$ cat src/rtl/ddr3_ctrl_pkg.sv
// ddr3_ctrl_pkg: shared FSM encoding, widths and burst-length helper for the DDR3 controller slice
package ddr3_ctrl_pkg;
  typedef enum logic [1:0] {IDLE = 2'd0, ISSUE = 2'd1, DRAIN = 2'd2, DONE = 2'd3} rd_state_e;
  localparam int CMD_LEN_W = 16;
  localparam int OPS_W = 32;
  // Zero-beat bursts are issued as single-beat bursts.
  function automatic logic [CMD_LEN_W-1:0] burst_to_len(input logic [15:0] b);
    return (b == 16'd0) ? 16'd0 : b - 16'd1;
  endfunction
endpackage

$ cat src/rtl/ddr3_rd_cmd_sequencer.sv
// ddr3_rd_cmd_sequencer: expands one read descriptor into strided burst commands with an in-flight cap.
// Optional DDR3_RD_PERF_CNT_EN adds stall_cycles and beat_count outputs.
module ddr3_rd_cmd_sequencer
  import ddr3_ctrl_pkg::*;
#(
  parameter int ADDR_WIDTH = 33,
  parameter int MAX_OUTSTANDING = 8,
  parameter int OUT_W = 8
) (
  input  logic                  clk,
  input  logic                  rst_n,
  input  logic                  start,
  input  logic [31:0]           cfg_ops,
  input  logic [31:0]           cfg_stride,
  input  logic [ADDR_WIDTH-1:0] cfg_init_addr,
  input  logic [15:0]           cfg_burst_size,
  output logic                  cmd_valid,
  input  logic                  cmd_ready,
  output logic [ADDR_WIDTH-1:0] cmd_addr,
  output logic [15:0]           cmd_len,
  input  logic                  rd_valid,
  input  logic                  rd_last,
  output logic                  busy,
  output logic                  done,
  output logic                  err_unexpected
`ifdef DDR3_RD_PERF_CNT_EN
  ,
  output logic [31:0]           stall_cycles,
  output logic [31:0]           beat_count
`endif
);
  localparam logic [OUT_W-1:0] MAX_OUT = OUT_W'(MAX_OUTSTANDING);
  rd_state_e state;
  logic [OPS_W-1:0] ops, issued, completed, issued_n, completed_n;
  logic [31:0] stride;
  logic [ADDR_WIDTH-1:0] addr_acc;
  logic [OUT_W-1:0] outstanding, outstanding_n;
  logic [CMD_LEN_W-1:0] len_r;
  logic hs, cpl, cpl_ok, cpl_bad, can_issue;
  assign cmd_addr = addr_acc;
  assign cmd_len = len_r;
  // A completion with nothing in flight is only legal when a handshake lands in the same cycle.
  always_comb begin
    hs = cmd_valid && cmd_ready;
    cpl = rd_valid && rd_last;
    cpl_ok = cpl && (outstanding != '0 || hs);
    cpl_bad = cpl && outstanding == '0 && !hs;
    issued_n = issued + OPS_W'(hs);
    completed_n = completed + OPS_W'(cpl_ok);
    outstanding_n = (hs && !cpl) ? outstanding + OUT_W'(1) :
                    (cpl_ok && !hs) ? outstanding - OUT_W'(1) : outstanding;
    can_issue = issued_n < ops && outstanding_n < MAX_OUT;
  end
  always_ff @(posedge clk or negedge rst_n) begin
    if (!rst_n) begin
      state <= IDLE;
      ops <= '0;
      stride <= '0;
      addr_acc <= '0;
      len_r <= '0;
      issued <= '0;
      completed <= '0;
      outstanding <= '0;
      cmd_valid <= 1'b0;
      busy <= 1'b0;
      done <= 1'b0;
      err_unexpected <= 1'b0;
    end else begin
      done <= 1'b0;
      if (cpl_bad) err_unexpected <= 1'b1;
      case (state)
        IDLE: if (start) begin
          ops <= cfg_ops;
          stride <= cfg_stride;
          addr_acc <= cfg_init_addr;
          len_r <= burst_to_len(cfg_burst_size);
          issued <= '0;
          completed <= '0;
          outstanding <= '0;
          err_unexpected <= 1'b0;
          busy <= 1'b1;
          state <= (cfg_ops == '0) ? DONE : ISSUE;
        end
        ISSUE, DRAIN: begin
          issued <= issued_n;
          completed <= completed_n;
          outstanding <= outstanding_n;
          if (hs) addr_acc <= addr_acc + ADDR_WIDTH'(stride);
          // A raised command holds until accepted; the cap is only checked before raising.
          if (!cmd_valid || cmd_ready) cmd_valid <= state == ISSUE && can_issue;
          if (state == ISSUE && hs && issued_n == ops) state <= DRAIN;
          if (state == DRAIN && completed_n == ops) state <= DONE;
        end
        DONE: begin
          done <= 1'b1;
          busy <= 1'b0;
          state <= IDLE;
        end
        default: state <= IDLE;
      endcase
    end
  end
`ifdef DDR3_RD_PERF_CNT_EN
  logic active;
  assign active = state == ISSUE || state == DRAIN;
  always_ff @(posedge clk or negedge rst_n) begin
    if (!rst_n) begin
      stall_cycles <= '0;
      beat_count <= '0;
    end else if (state == IDLE && start) begin
      stall_cycles <= '0;
      beat_count <= '0;
    end else if (active) begin
      if (cmd_valid && !cmd_ready && stall_cycles != 32'hFFFF_FFFF) stall_cycles <= stall_cycles + 32'd1;
      if (rd_valid) beat_count <= beat_count + 32'd1;
    end
  end
`endif
endmodule

$ cat config.mk
export PLATFORM = sky130hd
export DESIGN_NAME = ddr3_rd_cmd_sequencer
export DESIGN_NICKNAME = d
export VERILOG_FILES = /design/src/rtl/ddr3_ctrl_pkg.sv /design/src/rtl/ddr3_rd_cmd_sequencer.sv
export SDC_FILE = /design/constraint.sdc
export NUM_CORES = 1
export LEC_CHECK = 0
export BUFFER_PORTS_ARGS = -buffer_cell sky130_fd_sc_hd__buf_4
export CORE_MARGIN = 4
export CORE_UTILIZATION = 30
export DETAILED_ROUTE_END_ITERATION = 12
export PLACE_DENSITY = 0.53
export SETUP_SLACK_MARGIN = 0.3
export SYNTH_ARGS = -nofsm -noshare
export SYNTH_HDL_FRONTEND = slang
export SYNTH_SLANG_ARGS = --single-unit
$ cat constraint.sdc
create_clock -name clk -period 8.2 [get_ports clk]
set_clock_uncertainty 0.05 [all_clocks]
set_input_delay 0.41 -clock clk [delete_from_list [all_inputs] [get_ports clk]]
set_output_delay 0.41 -clock clk [all_outputs]
set_load 0.01 [all_outputs]
# [Yosys cells after proc, flatten, opt, wreduce, memory -nomap -nowiden]
# Cells that the tools add are included.
[word_totals] regBits=191 input_bits=119 out_inout_bits=53 word_cells=81
[op_classes] addsub=6 n_lt_le_gt_ge=2 n_eq_ne=8 muxes=22 n_reduce_logical=31
[ops] op="case mux 32 bit (2 select lines)" n=2
[ops] op="two-way mux 33 bit" n=2
[ops] op="case mux 33 bit (2 select lines)" n=1
[ops] op="adder 32 x 1 -> 32 bit" n=2
[ops] op="== test 32 bit" n=2
[ops] op="adder 33 x 32 -> 33 bit" n=1
[ops] op="zero test 32 bit" n=1
[ops] op="< comparator 32 bit" n=1
[ops] op="two-way mux 32 bit" n=1
[ops] op="two-way mux 8 bit" n=3
[ops] op="zero test 16 bit" n=1
[ops] op="two-way mux 16 bit" n=1
[ops] op="case mux 8 bit (2 select lines)" n=1
[ops] op="subtractor 16 x 1 -> 16 bit, second input constant" n=1
[ops] op="logical AND 1 bit" n=12
[ops] op="AND reduction 2 bit" n=5
[ops] op="adder 8 x 1 -> 8 bit, second input constant" n=1
[ops] op="zero test 8 bit" n=1
[ops] op="< comparator 8 x 4 -> 1 bit, second input constant" n=1
[ops] op="two-way mux 2 bit" n=4
[ops] op="nonzero test 8 bit" n=1
[ops] op="subtractor 8 x 1 -> 8 bit, second input constant" n=1
[ops] op="case mux 2 bit (3 select lines)" n=1
[ops] op="two-way mux 1 bit" n=5
[ops] op="other kinds (11)" n=17

# [Logic depth before layout (Yosys ltp)]
[logic_depth] word_depth=9 ltp_mapped=20 depth_no_buf=20

# [Worst setup path before layout]
# OpenSTA, ideal clock, no wires.
[synth_path] path_type="reg-to-reg" start="register cmd_valid" end="register state[1]" setup_ns=0.125 arrival_ns=3.819 required_ns=8.025 setup_slack_ns=4.206 path_stages_with_launch=19 n_path_buf=0 synth_period_minus_slack_ns=3.994 cell_sequence="dfrtp_1 > nand2_1 > inv_1 > ha_1 > and4_1 > nand4_1 > nor2b_1 > and4_1 > and3_1 > and3_1 > and3_1 > xor2_1 > ha_1 > nand4_1 > nor4_1 > nand3_1 > a21oi_1 > a21oi_1 > mux2_4"
[synth_via] elab_chain_cells=8 word_cells_on_any_way=14 classes_between="2 x add/sub; 3 x eq/ne; 2 x mux; 7 x reduce/logical"
[synth_lines] element="start: declaration" line_no="ddr3_rd_cmd_sequencer.sv:17" source="output logic cmd_valid,"
[synth_lines] element="start signal: assignment" line_no="ddr3_rd_cmd_sequencer.sv:90" source="if (!cmd_valid || cmd_ready) cmd_valid <= state == ISSUE && can_issue;"
[synth_lines] element="logical AND 1 bit (*)" line_no="ddr3_rd_cmd_sequencer.sv:44" source="hs = cmd_valid && cmd_ready;"
[synth_lines] element="logical OR 1 bit" line_no="ddr3_rd_cmd_sequencer.sv:46" source="cpl_ok = cpl && (outstanding != '0 || hs);"
[synth_lines] element="logical AND 1 bit" line_no="ddr3_rd_cmd_sequencer.sv:46"
[synth_lines] element="adder 32 x 1 -> 32 bit" line_no="ddr3_rd_cmd_sequencer.sv:49" source="completed_n = completed + OPS_W'(cpl_ok);"
[synth_lines] element="== test 32 bit" line_no="ddr3_rd_cmd_sequencer.sv:92" source="if (state == DRAIN && completed_n == ops) state <= DONE;"
[synth_lines] element="logical AND 1 bit" line_no="ddr3_rd_cmd_sequencer.sv:92"
[synth_lines] element="two-way mux 2 bit / != test 3 bit (equally long branches)"
[synth_lines] element="case mux 2 bit (3 select lines) / AND reduction 2 bit (equally long branches)"
[synth_lines] element="end signal: assignment" line_no="ddr3_rd_cmd_sequencer.sv:82" source="state <= (cfg_ops == '0) ? DONE : ISSUE;"
[synth_lines] element="end: declaration" line_no="ddr3_rd_cmd_sequencer.sv:33" source="rd_state_e state;"
# Mark *: on every way between the ends. The rest lies on a longest branch, timed or not.
# A chain may end at the register's enable or synchronous reset.

# [Worst setup path in the final report]
# Ends and elaborated chain as after synthesis.

==> impl_results.md <==
- Number of hold-slack violations in the final timing report: 0
- Worst-Margin Slew: 1.088 ns
- Count of unique library cells instantiated by Yosys: 60
- Sequential power share: 27.2%
- Post-synthesis instance area: 0.01229 sq mm
- Crit-path slowest cell: nor4_1
- Global route overflow: 0
- Unrepaired setup endpoints after global routing: no
- Pre-CTS WS: 3.226 ns
- Detail Placement HPWL: 26310 microns
- Total core area: 0.04010 sq mm
- Gate family responsible for the most delay along the worst path: simple AND/OR/NAND/NOR gates
- Post-synthesis to final-layout area growth: 19.78%
- Part of the Yosys area used for sequential elements: 38.89%
- Switching pwr: 2.674 mW
- Capturing element type of the critical path: flop
- GRT Overall Usage: 16.23%
- Number of max-cap violations: 0
- Filler instances: 4044
- Number of sinks driven by the clock tree: 191
- Static Leakage: 6.802 nW
- I/O Buffers: 171
- Max FO, Critical Path: 6
- Via count of the first global-routing pass: 10540
- Number of placed cells counting well taps: 1986
- Initial antenna violation count: 1
- Die width: 210.4 microns
- Final-stage net count: 1677
- Residual DRC: 0
- Proportion of power drawn by the clock network: 14.8%
- Violation count after the first detailed-route iteration: 598
- Antenna Violating Nets Remaining: 0
- Worst-Skew Late Latency: 0.45 ns
- Std-Cell Rows: 73
- Cell Chain, Critical Path: nand2_1, inv_1, ha_1, and4_1, nand4_1, nor2b_1, and4_1, and3_1, and3_1, and3_1, xor2_1, ha_1, nand4_1, nor4_1, nand3_1, a21oi_1, a21oi_1, mux2_4
- Area taken by multi-input logic gates: 0.007113 sq mm
- Most numerous cell on the critical path: and3_1
- Clock edge transition at the registers on the reported setup and hold paths: 0.08 ns
- Clock buffers created by TritonCTS: 17
- First-pass GRT wire length: 57650 microns
- Crit path required time: 8.49 ns
- Fraction of layout instances using a drive strength above 1: 19.41%
- H-tree level count: 4
- Antenna diodes: 0
- Number of setup violations in the final report: 0
- Longest Clk Path Bufs: 2
- Max Fclk: 208.1 MHz
- CTS root buffer: clkbuf_16
- Final cell count without fillers: 2019
- Combined buffer and inverter count along the critical path: 1
- Synth Register Bits: 191
- Maximum number of pins on one net before global-route repair: 74
- Height of the chip: 210.4 microns
- Final period utilization: 58.61%
- Status: completed
- Final weighted congestion in routability-driven placement: 0.8677
- Routed WL: 35970 microns
- Top flip-flop cell by instance count after synthesis: dfrtp_1
- Post-cts repair resize count: 0
- TritonCTS clock tree: yes
- Internal power summed over all cells: 3.142 mW
- Final count of pins violating max slew: 0
- Slowest Stage Delay on Critical Path: 0.45 ns
- Boundary Pins: 172
- WP data arrival: 5.10 ns
- Type of origin of the critical path: flop
- Final Util: 36.71%
- Post-route setup slack: 3.394 ns
- Type of the worst setup path: reg -> reg
- Time the final worst path needs with I/O delays and setup: 4.806 ns
- Starting density of the core: 30.65%
- Syn_area_per_cell: 9.185 sq um
- Number of detailed-routing iterations run before antenna repair: 5
- Power density of the placed cells: 395.1 mW/mm^2
- Detailed-route vias per instance: 5.162
- Total power: 5.816 mW
- Number of enable-type register cells in the synthesized netlist: 0
- Total Negative Setup Slacks: 0 ns
- Storage element area: 0.004780 sq mm
- Die area: 0.04427 sq mm
- Worst relative slew slack: 27.48%
- Cells after Synth: 1338
- Net count after synthesis: 1534
- Via count: 10420
- DR WL/cell: 17.81 microns
- Net switching share of the total power: 45.98%
- Worst VDD drop: 221.9 uV
- Path type of the worst min-delay path: in -> reg
- Yosys warning count: 0
- Async set or reset register ratio after synthesis: 100.0%
- Comb pwr share: 58.0%
registers in the layout, indices dropped and copies added, names as in the netlist:
signal          count
stride             32
issued             32
cmd_len            16
outstanding         8
err_unexpected      1
cmd_addr           33
state               2
ops                32
cmd_valid           1
completed          32
busy                1
done                1
per-stage QoR:
step	hold slack (ns)	cell area, sq um
2_1_floorplan	0.06441	12290
3_3_place_gp	0.4074	14120
3_5_place_dp	0.4036	14120
4_1_cts	0.08503	14720
5_1_grt	0.1088	14720
6_report	0.1143	14720
per-layer routing:
layer / vias up / global-route usage (%) / wire length (microns)
met1: 5007 / 22.67 / 16960
met2: 286 / 25.63 / 16280
met4: 2 / 3.689 / 538
li1: 5090 / - / -
met3: 37 / 3.959 / 2171
met5: - / 0 / 13
power by group through the flow:
stage	sequential (mW)	combinational (mW)	clock, mW
floorplan	1.54	2.36	0
global placement	1.59	3.35	0
detailed placement	1.60	3.38	0
CTS	1.59	3.40	0.889
global route	1.62	3.77	0.930
finish	1.58	3.37	0.861
cell usage after synthesis (7+ instances only):
library cell,number,area (sq um)
nand4_1,30,187.7
a22o_1,22,192.7
nand3_1,37,185.2
o21ai_0,137,685.7
xor2_1,44,385.4
and3_1,28,175.2
and4_1,7,61.31
ha_1,76,950.9
nand2_1,138,518.0
nor2_1,81,304.0
or3_1,7,43.79
nor3_1,25,125.1
xnor2_1,79,691.9
clkbuf_1,46,172.7
nor2b_1,11,68.82
a21o_1,30,225.2
o41ai_1,7,61.31
o31ai_1,17,127.6
mux2i_1,20,200.2
dfrtp_1,191,4780
mux2_2,64,720.7
a31oi_1,15,93.84
a21oi_1,74,370.4
inv_1,57,214.0
nor4_1,16,100.1
path summary, 6_finish.rpt:
path / from / to / slack [ns] / cells past startpoint
worst max-delay path: cmd_valid / state[1] / 3.39 / 18
worst min register to register: cmd_len[4] / cmd_len[4] / 0.44 / 2
worst min-delay path: cfg_burst_size[0] / cmd_len[0] / 0.11 / 2
min in group asynchronous: rst_n / completed[11] / 0.46 / 2
max in group asynchronous: rst_n / cmd_len[11] / 5.49 / 4
worst max register to register: cmd_valid / state[1] / 3.39 / 18
what timing repair did:
item	in CTS	in global routing
endpoints found under the setup margin	0	0
setup buffers	0	0
endpoints found under the hold margin	64	0
hold buffers	1	0
logic make-up after synthesis:
| group | Yosys count | synth area share, % |
|---|---|---|
| buf+inv | 114 | 3.553 |
| mux | 85 | 7.615 |
| flops | 191 | 38.89 |
| xor+xnor | 124 | 8.949 |
| simple gates | 406 | 16.20 |
| fa+ha+maj | 77 | 7.901 |
| compound gates | 341 | 16.89 |
placed cells by master, fill, tap and decap left out, types with 4 or more instances in the layout:
| cell | instances |
|---|---|
| xor2_1 | 44 |
| or4_1 | 6 |
| a21o_1 | 29 |
| o21a_1 | 4 |
| or3_1 | 7 |
| a31oi_1 | 15 |
| nand2b_1 | 4 |
| and3_1 | 28 |
| inv_1 | 57 |
| nand2_1 | 136 |
| dfrtp_1 | 191 |
| buf_4 | 179 |
| nor2_1 | 80 |
| nor3_1 | 25 |
| and2_1 | 4 |
| and4_1 | 7 |
| o31ai_1 | 17 |
| o21ai_0 | 136 |
| o41ai_1 | 7 |
| mux2_2 | 64 |
| mux2i_1 | 20 |
| clkbuf_16 | 17 |
| nor4_1 | 16 |
| a211oi_1 | 4 |
| a21oi_1 | 74 |
| xnor2_1 | 79 |
| a22o_1 | 22 |
| nand3_1 | 37 |
| ha_1 | 75 |
| nor2b_1 | 11 |
| nand4_1 | 30 |
| o211ai_1 | 4 |
final cells by class:
class                      count  share of cell area, %
tap                          525                  4.462
multi-input combinational   1033                  48.32
sequential                   191                  32.47
clock buffer                  20                  3.102
inverter                      57                  1.453
clock inverter                12                 0.9010
timing repair buffer         181                  9.290
Power figures use the tool's default switching activity.
